[src/rtl/spi_mem_sequencer.sv]
// SPI memory transaction sequencer: runs on clk, consumes conditioned CS and
// SCLK edge pulses, and issues address-latch, shift-load and memory-write strobes.
module spi_mem_sequencer #(
  parameter int ADDR_BITS = 7,
  parameter int DATA_BITS = 8,
  parameter int MEM_LAT   = 1
) (
  input  logic clk,
  input  logic reset,
  input  logic cs,
  input  logic sclk_pos,
  input  logic sclk_neg,
  input  logic rw_bit,
  output logic addr_we,
  output logic sr_we,
  output logic dm_we,
  output logic miso_en,
  output logic busy,
  output logic xfer_done
);

  localparam int AFRAME = ADDR_BITS + 1;
  localparam int CMAX   = (AFRAME > DATA_BITS) ? AFRAME : DATA_BITS;
  localparam int CW     = $clog2(CMAX + 1);
  localparam int WW     = (MEM_LAT > 1) ? $clog2(MEM_LAT) : 1;

  localparam logic [CW-1:0] ADDR_LAST = CW'(AFRAME - 1);
  localparam logic [CW-1:0] DATA_LAST = CW'(DATA_BITS - 1);
  localparam logic [WW-1:0] WAIT_LAST = WW'((MEM_LAT > 1) ? MEM_LAT - 2 : 0);

  typedef enum logic [3:0] {
    IDLE, ADDR, LATCH, RD_WAIT, RD_LOAD, RD_SHIFT, WR_SHIFT, WR_COMMIT, DONE
  } state_t;

  state_t        state, state_n;
  logic [CW-1:0] cnt;
  logic [WW-1:0] wcnt;
  logic          cnt_inc;
  logic          done_first;

  always_ff @(posedge clk or posedge reset) begin
    if (reset) begin
      state      <= IDLE;
      cnt        <= '0;
      wcnt       <= '0;
      done_first <= 1'b0;
    end else begin
      state      <= state_n;
      done_first <= (state_n == DONE) && (state != DONE);
      // Both counters restart whenever the state changes
      if (state_n != state)  cnt <= '0;
      else if (cnt_inc)      cnt <= cnt + 1'b1;
      if (state_n != state)  wcnt <= '0;
      else if (state == RD_WAIT) wcnt <= wcnt + 1'b1;
    end
  end

  always_comb begin
    state_n = state;
    cnt_inc = 1'b0;
    if (cs) begin
      state_n = IDLE;
    end else begin
      case (state)
        IDLE:      state_n = ADDR;
        ADDR: if (sclk_pos) begin
          cnt_inc = 1'b1;
          if (cnt == ADDR_LAST) state_n = LATCH;
        end
        // MEM_LAT==1 skips the wait state so sr_we lands one cycle after addr_we
        LATCH:     state_n = rw_bit ? ((MEM_LAT > 1) ? RD_WAIT : RD_LOAD) : WR_SHIFT;
        RD_WAIT:   if (wcnt == WAIT_LAST) state_n = RD_LOAD;
        RD_LOAD:   state_n = RD_SHIFT;
        RD_SHIFT: if (sclk_neg) begin
          cnt_inc = 1'b1;
          if (cnt == DATA_LAST) state_n = DONE;
        end
        WR_SHIFT: if (sclk_pos) begin
          cnt_inc = 1'b1;
          if (cnt == DATA_LAST) state_n = WR_COMMIT;
        end
        WR_COMMIT: state_n = DONE;
        DONE:      state_n = DONE;
        default:   state_n = IDLE;
      endcase
    end
  end

  // Moore outputs, all forced low the moment cs deselects
  assign addr_we   = ~cs & (state == LATCH);
  assign sr_we     = ~cs & (state == RD_LOAD);
  assign dm_we     = ~cs & (state == WR_COMMIT);
  assign miso_en   = ~cs & ((state == RD_LOAD) || (state == RD_SHIFT));
  assign busy      = ~cs & (state != IDLE) & (state != DONE);
  assign xfer_done = ~cs & (state == DONE) & done_first;

endmodule

[config.mk]
export PLATFORM = sky130hd
export DESIGN_NAME = spi_mem_sequencer
export DESIGN_NICKNAME = d
export VERILOG_FILES = /design/src/rtl/spi_mem_sequencer.sv
export SDC_FILE = /design/constraint.sdc
export NUM_CORES = 1
export LEC_CHECK = 0
export CAP_MARGIN = 20
export CORE_MARGIN = 8
export CORE_UTILIZATION = 38
export CTS_CLUSTER_DIAMETER = 30
export DETAILED_ROUTE_END_ITERATION = 8
export GPL_TIMING_DRIVEN = 0
export PLACE_DENSITY = 0.58
export SLEW_MARGIN = 0
export SYNTH_ARGS = -nofsm -noshare
export SYNTH_HDL_FRONTEND = slang
export SYNTH_SLANG_ARGS = --single-unit
[constraint.sdc]
create_clock -name clk -period 2.7 [get_ports clk]
set_input_delay 0.27 -clock clk [delete_from_list [all_inputs] [get_ports clk]]
set_output_delay 0.27 -clock clk [all_outputs]
set_load 0.03 [all_outputs]
== Yosys cells after proc, flatten, opt, wreduce, memory -nomap -nowiden ==
Index checks and enable logic that the tools add are counted.
Word-level totals
  register bits after elaboration: 10
  bits of input ports: 6
  logic and storage cells: 53
  bits in latches: 0
  memory bits (writable): 0
  memories kept: 0
  ROM bits: 0
Operators by class
  order comparisons: 0
  eq/ne operators: 12
  bitwise logic cells: 9
  $mul: 0
  reductions and logical operators: 8
  div/mod/pow operators: 0
  add/subtract/negate cells: 2
  multiplexer cells: 18
  shifts and indexed selects: 0
Operators by type and width (count)
  two-way mux 4 bit: 10
  case mux 4 bit (8 select lines): 1
  equality test 4 x 3 -> 1 bit (second input constant): 5
  AND 1 bit: 8
  equality test 4 x 2 -> 1 bit (second input constant): 2
  equality test 4 bit (second input constant): 2
  two-way mux 1 bit: 5
  adder 4 x 1 -> 4 bit (second input constant): 1
  equality test 4 x 1 -> 1 bit (second input constant): 1
  zero test 4 bit: 1
  inequality test 4 bit: 1
  inequality test 4 bit (second input constant): 1
  nonzero test 2 bit: 2
  nonzero test 4 bit: 1
  OR reduction 2 bit: 2
  two-way mux 2 bit: 1
  case mux 1 bit (2 select lines): 1
  adder 1 bit (second input constant): 1
  logical AND 1 bit: 1
  logical OR 1 bit: 1
  NOT 1 bit: 1

== Logic depth before layout (Yosys ltp) ==
Gate-level depths: netlist of the first run.
  word-level depth: 7
  depth in mapped cells: 7
  mapped depth without buffers: 6

== Least setup slack after synthesis of the first run ==
No wires, ideal clock.
  path kind: register to output
  from: reg state[1]
  to: out xfer_done
  arrival time: 1.755 ns
  buffers on the path: 1
  setup slack: 0.675 ns
  stages on the path, launching flop included: 6
  cells stage by stage: dfrtp_1 > buf_2 > or2_2 > nor2_1 > nand2_1 > nor3b_1
Between the ends
  cells in the longest elaborated chain, start to end: 3
RTL lines
  from (decl): line 35  | state_t state, state_n;
  from (signal assigned): line 48  | state <= state_n;
  equality test 4 bit: line 95  | assign xfer_done = ~cs & (state == DONE) & done_first;
  AND 1 bit (2 in series): line 95
  to (decl): line 19  | output logic xfer_done
Every way passes these cells.

== Worst setup path in the final report of the first run ==
  from: reg state[2]
  to: out dm_we
Between the ends
  cells in the longest elaborated chain, start to end: 2
RTL lines
  equality test 4 x 3 -> 1 bit: line 92  | assign dm_we = ~cs & (state == WR_COMMIT);
  AND 1 bit: line 92
  to (decl): line 16  | output logic dm_we,
Every way passes these cells.

==> impl_metrics.json, run 1 <==
{
  "period_share": 0.8845,
  "tightest_slew_ns": 0.5016,
  "path_max_fanout": 10,
  "synth.most_common_cell": "nor2_1",
  "synth_cell_types": 35,
  "synth_top_cell_area_share": 0.3115,
  "track_usage": 0.1147,
  "internal_power_mw": 0.2604,
  "diodes": 0,
  "seq_power_share": 0.451,
  "synthTopCellsByCount": "nor2_1 (12), dfrtp_1 (10), a21oi_1 (8), nor3_1 (6), nand2_1 (5)",
  "grt_setup_unrepaired": "false",
  "syn_area_sq_um": 803.3,
  "ys_async_sr_fraction": 1.000,
  "drt_pre_antenna_iters": 4,
  "htreeDepth": 1,
  "wl_met2_um": 865,
  "holdWs_ns": 0.2673,
  "vdd_drop_max_v": 0.0002475,
  "dr_wl_met3_um": 135,
  "cts_tree": "yes",
  "cts_root_buffer": "clkbuf_4",
  "nets": 116,
  "fin_skew_ns": 0.003558,
  "critPathCaptureType": "primary output",
  "antenna_left": 0,
  "place_congestion": 0.8177,
  "r2r_start": "state[3]",
  "p_sw_frac": 0.2540,
  "die-area_sq_mm": 0.003841,
  "final.min_clock_period_ns": 2.388,
  "clk_pin_slew_ns": 0.07,
  "ys_seq_area_frac": 0.3115,
  "critPathLaunchType": "register",
  "synth.area.top_cells": "dfrtp_1 (31%), nor2_1 (5.6%), a21oi_1 (5.0%)",
  "synthToLayoutAreaGrowth_pct": 21.50,
  "via_count": 732,
  "dr.max_layer_used": "met4",
  "synth-edff-count": 0,
  "viasPerCell": 5.422,
  "cts_sinks": 10,
  "cap_viol_max_count": 0,
  "power_switching_mw": 0.08867,
  "cts_hold_buf": 0,
  "antenna_found_initial": 0,
  "ys_warn_count": 0,
  "die_w_um": 61.98,
  "fp.dieH_um": 61.98,
  "share_comb_of_total_power": 0.151,
  "cts_max_path_buffers": 2,
  "nFillCells": 210,
  "start_util": 0.4053,
  "coreArea_sq_mm": 0.001982,
  "cp.arrival_ns": 2.12,
  "startpoint": "state[2]",
  "grt_remaining_overflow": 0,
  "io_buffers": 10,
  "wl_met1_um": 904,
  "hp-class": "in2async",
  "cp.required_ns": 2.43,
  "cts_buffers": 3,
  "dpl.hpwl_mm": 1.408,
  "power_leakage_nw": 0.4017,
  "cellPowerDensity_mw_per_mm2": 357.6,
  "drtIter0Drc": 17,
  "syn_avg_cell_area_sq_um": 8.545,
  "syn-num-nets": 101,
  "setup_viol": 0,
  "clockPowerShare": 0.398,
  "status": "complete, no violations",
  "synth-adder-area-share": 0.01558,
  "ys_seq_elements": 10,
  "drc_errors": 0,
  "rows": 16,
  "synth_top_family_by_area": "simple AND/OR/NAND/NOR gates",
  "final_hold_viol_count": 0,
  "grt_max_degree": 11,
  "routedWlPerCell_um": 14.27,
  "layout-drive-gt1-share": 0.1759,
  "ioPinCount": 12,
  "synthMuxAreaShare": 0.02492,
  "slew_viol_final": 0,
  "critical_path_class": "reg2out",
  "fin_setup_tns_ns": 0,
  "yosys.area.top_type": "dfrtp_1",
  "wirelength_mm": 1.927,
  "synth_top_flop_cell": "dfrtp_1",
  "synthXorXnorAreaFrac": 0.03271,
  "clk_latency_ns": 0.27,
  "grt_pass1_wl_mm": 3.215,
  "synth-compound-area-share": 0.2196,
  "slew_headroom": 0.6651,
  "fmaxAchievable_mhz": 418.7,
  "netlist_instances": 94,
  "grt_pass1_vias": 681,
  "synth-simple-area-share": 0.3146
}
## cell families (layout without fill, tap and decap cells)
logic type / after synthesis / after routing
multiplexers: 2 / 2
AND/OR/NAND/NOR: 44 / 44
XOR/XNOR: 3 / 3
adder cells (fa/ha/maj): 1 / 1
buffers and inverters: 10 / 24
flip-flops: 10 / 10
AO/OA/AOI/OAI: 24 / 24
## layer usage
layer	global-route usage	vias to the layer above
met4	0.03896	0
li1	-	364
met5	0	-
met2	0.1785	23
met1	0.1445	340
met3	0.03704	5
## power by group through the flow
stage	combinational (mW)	clock, mW	sequential [mW]
floorplan	0.0368	0	0.160
global placement	0.0518	0	0.160
detailed placement	0.0531	0	0.160
CTS	0.0530	0.144	0.157
global route	0.0581	0.149	0.158
finish	0.0527	0.139	0.157
## state kept, by name, summed over array words and instances (netlist names)
signal and count:
done_first 1, state 4, cnt 4, wcnt 1
## layout by cell type (no fill, tap or decap), types with 2 or more instances in the layout
| cell type | count |
|---|---|
| nor2_1 | 12 |
| dfrtp_1 | 10 |
| clkdlybuf4s50_1 | 9 |
| a21oi_1 | 8 |
| nor3_1 | 6 |
| nand2_1 | 5 |
| buf_2 | 4 |
| buf_6 | 3 |
| o21ai_0 | 3 |
| nand2b_1 | 3 |
| nor2b_1 | 3 |
| nand4b_1 | 3 |
| nor3b_1 | 3 |
| xnor2_1 | 3 |
| clkbuf_4 | 3 |
| o21a_1 | 2 |
| nand3_1 | 2 |
| mux2i_1 | 2 |
| clkbuf_1 | 2 |
| o211ai_1 | 2 |
| and3b_1 | 2 |
## final cells by class
type | count | area, sq um | area share
Tap cell | 27 | 33.78 | 0.03462
Clock buffer | 4 | 36.28 | 0.03718
Multi-Input combinational cell | 74 | 488.0 | 0.5000
Buffer | 9 | 61.31 | 0.06282
Inverter | 1 | 3.754 | 0.003846
Sequential cell | 10 | 250.2 | 0.2564
Timing Repair Buffer | 10 | 102.6 | 0.1051
## per-stage QoR
stage / worst slack (ns) / power (mW) / instance area, sq um / util / std cells
finish: 0.3119 / 0.3490 / 975.9 / 0.4924 / 135
global route: 0.1857 / 0.3653 / 975.9 / 0.4924 / 135
CTS: 0.1306 / 0.3539 / 973.4 / 0.4912 / 135
detailed placement: 0.4466 / 0.2131 / 937.1 / 0.4729 / 131
global placement: 0.4737 / 0.2118 / 937.1 / 0.4729 / 131
floorplan: 0.6745 / 0.1963 / 803.3 / - / 94
## worst paths after layout
path                       endpoint  slack [ns]  cells past startpoint
max                           dm_we        0.31                      5
min                        state[0]        0.27                      2
max reg2reg                    wcnt        0.91                      7
min reg2reg                  cnt[1]        0.55                      2
max in group asynchronous      wcnt        2.16                      2
min in group clk           state[3]        0.27                      2
## critical path, cell delays in order, from the launching register on
cell,delay (ns)
dfrtp_1,0.35
buf_6,0.14
clkbuf_1,0.37
nand2_1,0.16
nor2_1,0.14
clkdlybuf4s50_1,0.69
## timing repair
item / 4_1_cts / 5_1_grt
setup endpoints to repair: 0 / 1
setup buffers: 0 / 0
endpoints found under the hold margin: 0 / 0
gates resized for setup: 0 / 1
No activity file was read; power rests on OpenSTA's default activity.
==> run 2, diff against run 1 <==
--- a/config.mk
+++ b/config.mk
@@ -6,12 +6,14 @@
 export NUM_CORES = 1
 export LEC_CHECK = 0
 export CAP_MARGIN = 20
+export CORE_ASPECT_RATIO = 0.6
 export CORE_MARGIN = 8
-export CORE_UTILIZATION = 38
+export CORE_UTILIZATION = 30
 export CTS_CLUSTER_DIAMETER = 30
 export DETAILED_ROUTE_END_ITERATION = 8
 export GPL_TIMING_DRIVEN = 0
-export PLACE_DENSITY = 0.58
+export PLACE_DENSITY = 0.48
+export RECOVER_POWER = 100
 export SLEW_MARGIN = 0
 export SYNTH_ARGS = -nofsm -noshare
 export SYNTH_HDL_FRONTEND = slang
==> run 2 against run 1 <==
Effect of this change:
- combinational power shrank 4.0%
- non-clock buffer count is the same
- global-route usage shrank 2.2 points
- critical path depth is the same
- power grew 15%
- largest cell class unchanged
- register-to-register slack lost 0.38 ns
- clock-buffer cell count is the same
- fmax shrank 0.17%
- critical path type unchanged
- via count shrank 4.0%
- sequential cell count is the same
- clock power grew 37%
==> impl_metrics.json, run 2 (synthesized netlist as in run 1, its figures left out) <==
{
  "status": "complete, no violations",
  "grt_max_degree": 11,
  "cts_max_path_buffers": 2,
  "critPathLaunchType": "register",
  "stdcell_area_sq_um": 982.2,
  "cts_sinks": 10,
  "die-area_sq_mm": 0.004643,
  "setup_viol": 0,
  "internal_power_mw": 0.3062,
  "largestRegisters": "cnt x4, state x4",
  "path_max_fanout": 10,
  "viasPerCell": 5.021,
  "grt_setup_unrepaired": "false",
  "drc_errors": 0,
  "antenna_found_initial": 0,
  "clk_latency_ns": 0.24,
  "synthToLayoutAreaGrowth_pct": 22.27,
  "critical_path_class": "reg2out",
  "cts_buffers": 3,
  "fin_util": 0.3894,
  "wirelength_mm": 1.950,
  "seq_power_share": 0.395,
  "io_buffers": 10,
  "final_hold_viol_count": 0,
  "drtIter0Drc": 58,
  "finalNonFillerCells": 140,
  "cp.required_ns": 2.43,
  "track_usage": 0.09304,
  "tightest_slew_ns": 0.7725,
  "rows": 14,
  "cts_hold_buf": 0,
  "place_congestion": 0.8475,
  "cts_tree": "yes",
  "fin_skew_ns": 0.001579,
  "final.min_clock_period_ns": 2.392,
  "fin_ws_ns": 0.3078,
  "slew_viol_final": 0,
  "layout-drive-gt1-share": 0.1481,
  "critPathCaptureType": "primary output",
  "diodes": 0,
  "power_mw": 0.4002,
  "nFillCells": 268,
  "vdd_drop_max_v": 0.0001577,
  "htreeDepth": 1,
  "cp.arrival_ns": 2.12,
  "power_leakage_nw": 0.3867,
  "cts_root_buffer": "clkbuf_8",
  "power_switching_mw": 0.09403,
  "hp-class": "in2reg",
  "place_area_sq_um": 943.4,
  "postCtsSetupBuffers": 0,
  "holdWs_ns": 0.3104,
  "grt_remaining_overflow": 0,
  "clockPowerShare": 0.478,
  "grt_pass1_vias": 695,
  "via_count": 703,
  "mostFrequentLayoutCells": "nor2_1 (12), dfrtp_1 (10), a21oi_1 (8)",
  "fmaxAchievable_mhz": 418.0,
  "start_util": 0.3185,
  "ioPinCount": 12,
  "antenna_left": 0,
  "cap_viol_max_count": 0,
  "nets": 116,
  "placedCellCount": 136,
  "clk_pin_slew_ns": 0.05,
  "ctsResizeCount": 0,
  "pre_cts_ws_ns": 0.4391,
  "slew_headroom": 0.4769,
  "period_share": 0.8860,
  "die_w_um": 82.80,
  "routedWlPerCell_um": 13.93,
  "dpl.hpwl_mm": 1.476,
  "drt_pre_antenna_iters": 4,
  "grt_pass1_wl_mm": 3.498,
  "cellPowerDensity_mw_per_mm2": 407.4,
  "p_sw_frac": 0.2350,
  "layout_commonest_cell": "nor2_1",
  "fin_setup_tns_ns": 0,
  "fp.dieH_um": 56.08,
  "share_comb_of_total_power": 0.126,
  "coreArea_sq_mm": 0.002522
}
==> run 2: cell types whose count changed in the layout (fill, tap and decap cells not counted), sizes merged <==
cell	before	now
buf	7	5
clkbuf	6	9
clkdlybuf4s50	9	5
dlygate4sd3	0	4
dlymetal6s2s	1	0
==> run 2: routing by layer <==
metal,vias to the layer above,part of all wire,track usage
met2,18,0.39,0.1148
met1,319,0.52,0.1307
li1,362,-,-
met4,0,0.011,0.02985
met3,4,0.078,0.04678
met5,-,0,0
==> run 2: power by group through the flow <==
stage / registers (mW) / logic, mW / clock network (mW)
after CTS: 0.158 / 0.0530 / 0.195
after detailed placement: 0.160 / 0.0529 / 0
final: 0.158 / 0.0506 / 0.191
after floorplan: 0.160 / 0.0368 / 0
after global routing: 0.159 / 0.0573 / 0.207
after global placement: 0.160 / 0.0526 / 0
==> run 2: cell type report <==
cell class / instances / area, sq um / share of cell area
Multi-Input combinational cell: 74 / 480.5 / 0.4892
Sequential cell: 10 / 250.2 / 0.2548
Timing Repair Buffer: 10 / 93.84 / 0.09554
Buffer: 9 / 58.81 / 0.05987
Clock buffer: 4 / 55.05 / 0.05605
Tap cell: 32 / 40.04 / 0.04076
Inverter: 1 / 3.754 / 0.003822
==> run 2: final timing paths <==
kind                       endpoint      from  cells after the start  slack (ns)
max in group asynchronous      wcnt     reset                      2        1.95
min reg2reg                  cnt[1]    cnt[1]                      2        0.56
max                         addr_we  state[3]                      5        0.31
max reg2reg                  cnt[3]  state[3]                      7        0.53
min in group asynchronous    cnt[0]     reset                      2        0.46
min                        state[3]        cs                      2        0.31
==> run 2: worst max-delay path, stage by stage (launching register included) <==
cell and delay (ns):
dfrtp_1 0.35, clkbuf_1 0.22, or2_1 0.26, buf_2 0.18, nor3_1 0.17, clkdlybuf4s50_1 0.69
==> run 3, diff against run 2 <==
--- a/config.mk
+++ b/config.mk
@@ -6,7 +6,6 @@
 export NUM_CORES = 1
 export LEC_CHECK = 0
 export CAP_MARGIN = 20
-export CORE_ASPECT_RATIO = 0.6
 export CORE_MARGIN = 8
 export CORE_UTILIZATION = 30
 export CTS_CLUSTER_DIAMETER = 30
==> run 3 against run 2 <==
Effect of this change:
- core utilization down 0.95 points
- die area down 1.2%
- power down 24%
- final cell count down 2.1%
- fmax down 0.73%
- highest routed layer unchanged
==> impl_metrics.json, run 3 (synthesized netlist as in run 1, its figures left out) <==
{
  "path_max_fanout": 10,
  "wirelength_mm": 1.926,
  "routedWlPerCell_um": 14.06,
  "power_mw": 0.3061,
  "p_sw_frac": 0.2536,
  "via_count": 728,
  "final_hold_viol_count": 0,
  "dr.max_layer_used": "met4",
  "place_congestion": 0.7816,
  "mostFrequentLayoutCells": "nor2_1 (12), dfrtp_1 (10), a21oi_1 (8)",
  "nFillCells": 259,
  "track_usage": 0.09014,
  "critPathLaunchType": "register",
  "clk_pin_slew_ns": 0.06,
  "hp-class": "in2reg",
  "status": "complete, no violations",
  "multi_input_comb_area_sq_um": 480.5,
  "antenna_found_initial": 0,
  "share_comb_of_total_power": 0.164,
  "stdcell_area_sq_um": 949.7,
  "drt_pre_antenna_iters": 4,
  "layout_commonest_cell": "nor2_1",
  "largestRegisters": "cnt x4, state x4",
  "synthToLayoutAreaGrowth_pct": 18.22,
  "cts_sinks": 10,
  "final.min_clock_period_ns": 2.410,
  "vdd_drop_max_v": 0.0002160,
  "setup_viol": 0,
  "grt_setup_unrepaired": "false",
  "fin_skew_ns": 0.002347,
  "cpPeakStageDelay_ns": 0.77,
  "layout-drive-gt1-share": 0.1589,
  "slowest_stage": "dlygate4sd3_1",
  "cellPowerDensity_mw_per_mm2": 322.3,
  "grt_remaining_overflow": 0,
  "ioPinCount": 12,
  "crit_top_cell": "buf_2",
  "wl_met1_um": 934,
  "diodes": 0,
  "antenna_left": 0,
  "fin_setup_tns_ns": 0,
  "critPathCaptureType": "primary output",
  "drc_errors": 0,
  "critical_path_class": "reg2out",
  "cts_buffers": 3,
  "dpl.hpwl_mm": 1.433,
  "cp.required_ns": 2.43,
  "finalNonFillerCells": 137,
  "cp.arrival_ns": 2.14,
  "wl_met2_um": 871,
  "clockPowerShare": 0.321,
  "fp.dieH_um": 67.75,
  "htreeDepth": 1,
  "internal_power_mw": 0.2285,
  "slew_viol_final": 0,
  "pre_cts_ws_ns": 0.4293,
  "nets": 116,
  "die_w_um": 67.75,
  "cap_viol_max_count": 0,
  "power_leakage_nw": 0.3870,
  "io_buffers": 10,
  "viasPerCell": 5.314,
  "cts_max_path_buffers": 2,
  "cp_cell_sequence": "buf_2, or2_1, buf_2, nor3_1, dlygate4sd3_1",
  "die-area_sq_mm": 0.004589,
  "slew_headroom": 0.2614,
  "placedCellCount": 134,
  "regArea_sq_um": 250.2,
  "period_share": 0.8925,
  "power_switching_mw": 0.07761,
  "cts_tree": "yes",
  "start_util": 0.3213,
  "tightest_slew_ns": 1.094,
  "grt_pass1_vias": 691,
  "cts_root_buffer": "clkbuf_4",
  "seq_power_share": 0.515,
  "place_area_sq_um": 940.9,
  "fmaxAchievable_mhz": 415.0,
  "coreArea_sq_mm": 0.002500,
  "timing.critical_path.buf_inv": 3,
  "grt_pass1_wl_mm": 3.256,
  "grt_max_degree": 11,
  "drtIter0Drc": 10,
  "rows": 18,
  "clk_latency_ns": 0.26,
  "dr_wl_met3_um": 109,
  "regToRegSetupSlack_ns": 0.49,
  "path_delay_family": "buffers and inverters",
  "fin_ws_ns": 0.2902
}
## run 3: cell types whose count changed in the layout (fill, tap and decap cells not counted), sizes merged
cell / delta
clkbuf: -3
clkdlybuf4s50: -2
buf: +2
dlygate4sd3: +2
## run 3: layout make-up
| cell class | count | share of cell area |
|---|---|---|
| Buffer | 9 | 0.06456 |
| Clock buffer | 3 | 0.02372 |
| Inverter | 1 | 0.003953 |
| Multi-Input combinational cell | 74 | 0.5059 |
| Sequential cell | 10 | 0.2635 |
| Tap cell | 30 | 0.03953 |
| Timing Repair Buffer | 10 | 0.09881 |
## run 3: timing repair
action                                  4_1_cts  5_1_grt
hold buffers                                  0        0
buffers inserted                              0        0
endpoints found under the setup margin        0        1
resized for setup                             0        1
## run 3: per-layer routing
metal,GRT usage,vias to the layer above
li1,-,363
met1,0.1140,341
met2,0.1408,22
met3,0.03311,2
met4,0.02350,0
met5,0,-
## run 3: through the flow
stage          hold WS (ns)  utilization
2_1_floorplan        0.1102            -
3_3_place_gp         0.5425       0.3764
3_5_place_dp         0.5609       0.3764
4_1_cts              0.2854       0.3854
5_1_grt              0.3001       0.3799
6_report             0.2830       0.3799
## run 3: power groups by stage
stage	registers (mW)	logic (mW)	clock network [mW]
after detailed placement	0.160	0.0529	0
final	0.158	0.0501	0.0984
after global routing	0.158	0.0563	0.110
after CTS	0.158	0.0529	0.101
after global placement	0.160	0.0525	0
after floorplan	0.160	0.0368	0
## run 3: path summary, 6_finish.rpt
path,from,to,cells past startpoint
setup reg to reg,state[3],cnt[1],7
hold reg to reg,cnt[1],cnt[1],2
setup / recovery,state[3],addr_we,5
max in group asynchronous,reset,state[1],2
hold / removal,cs,state[3],2
min in group asynchronous,reset,wcnt,2
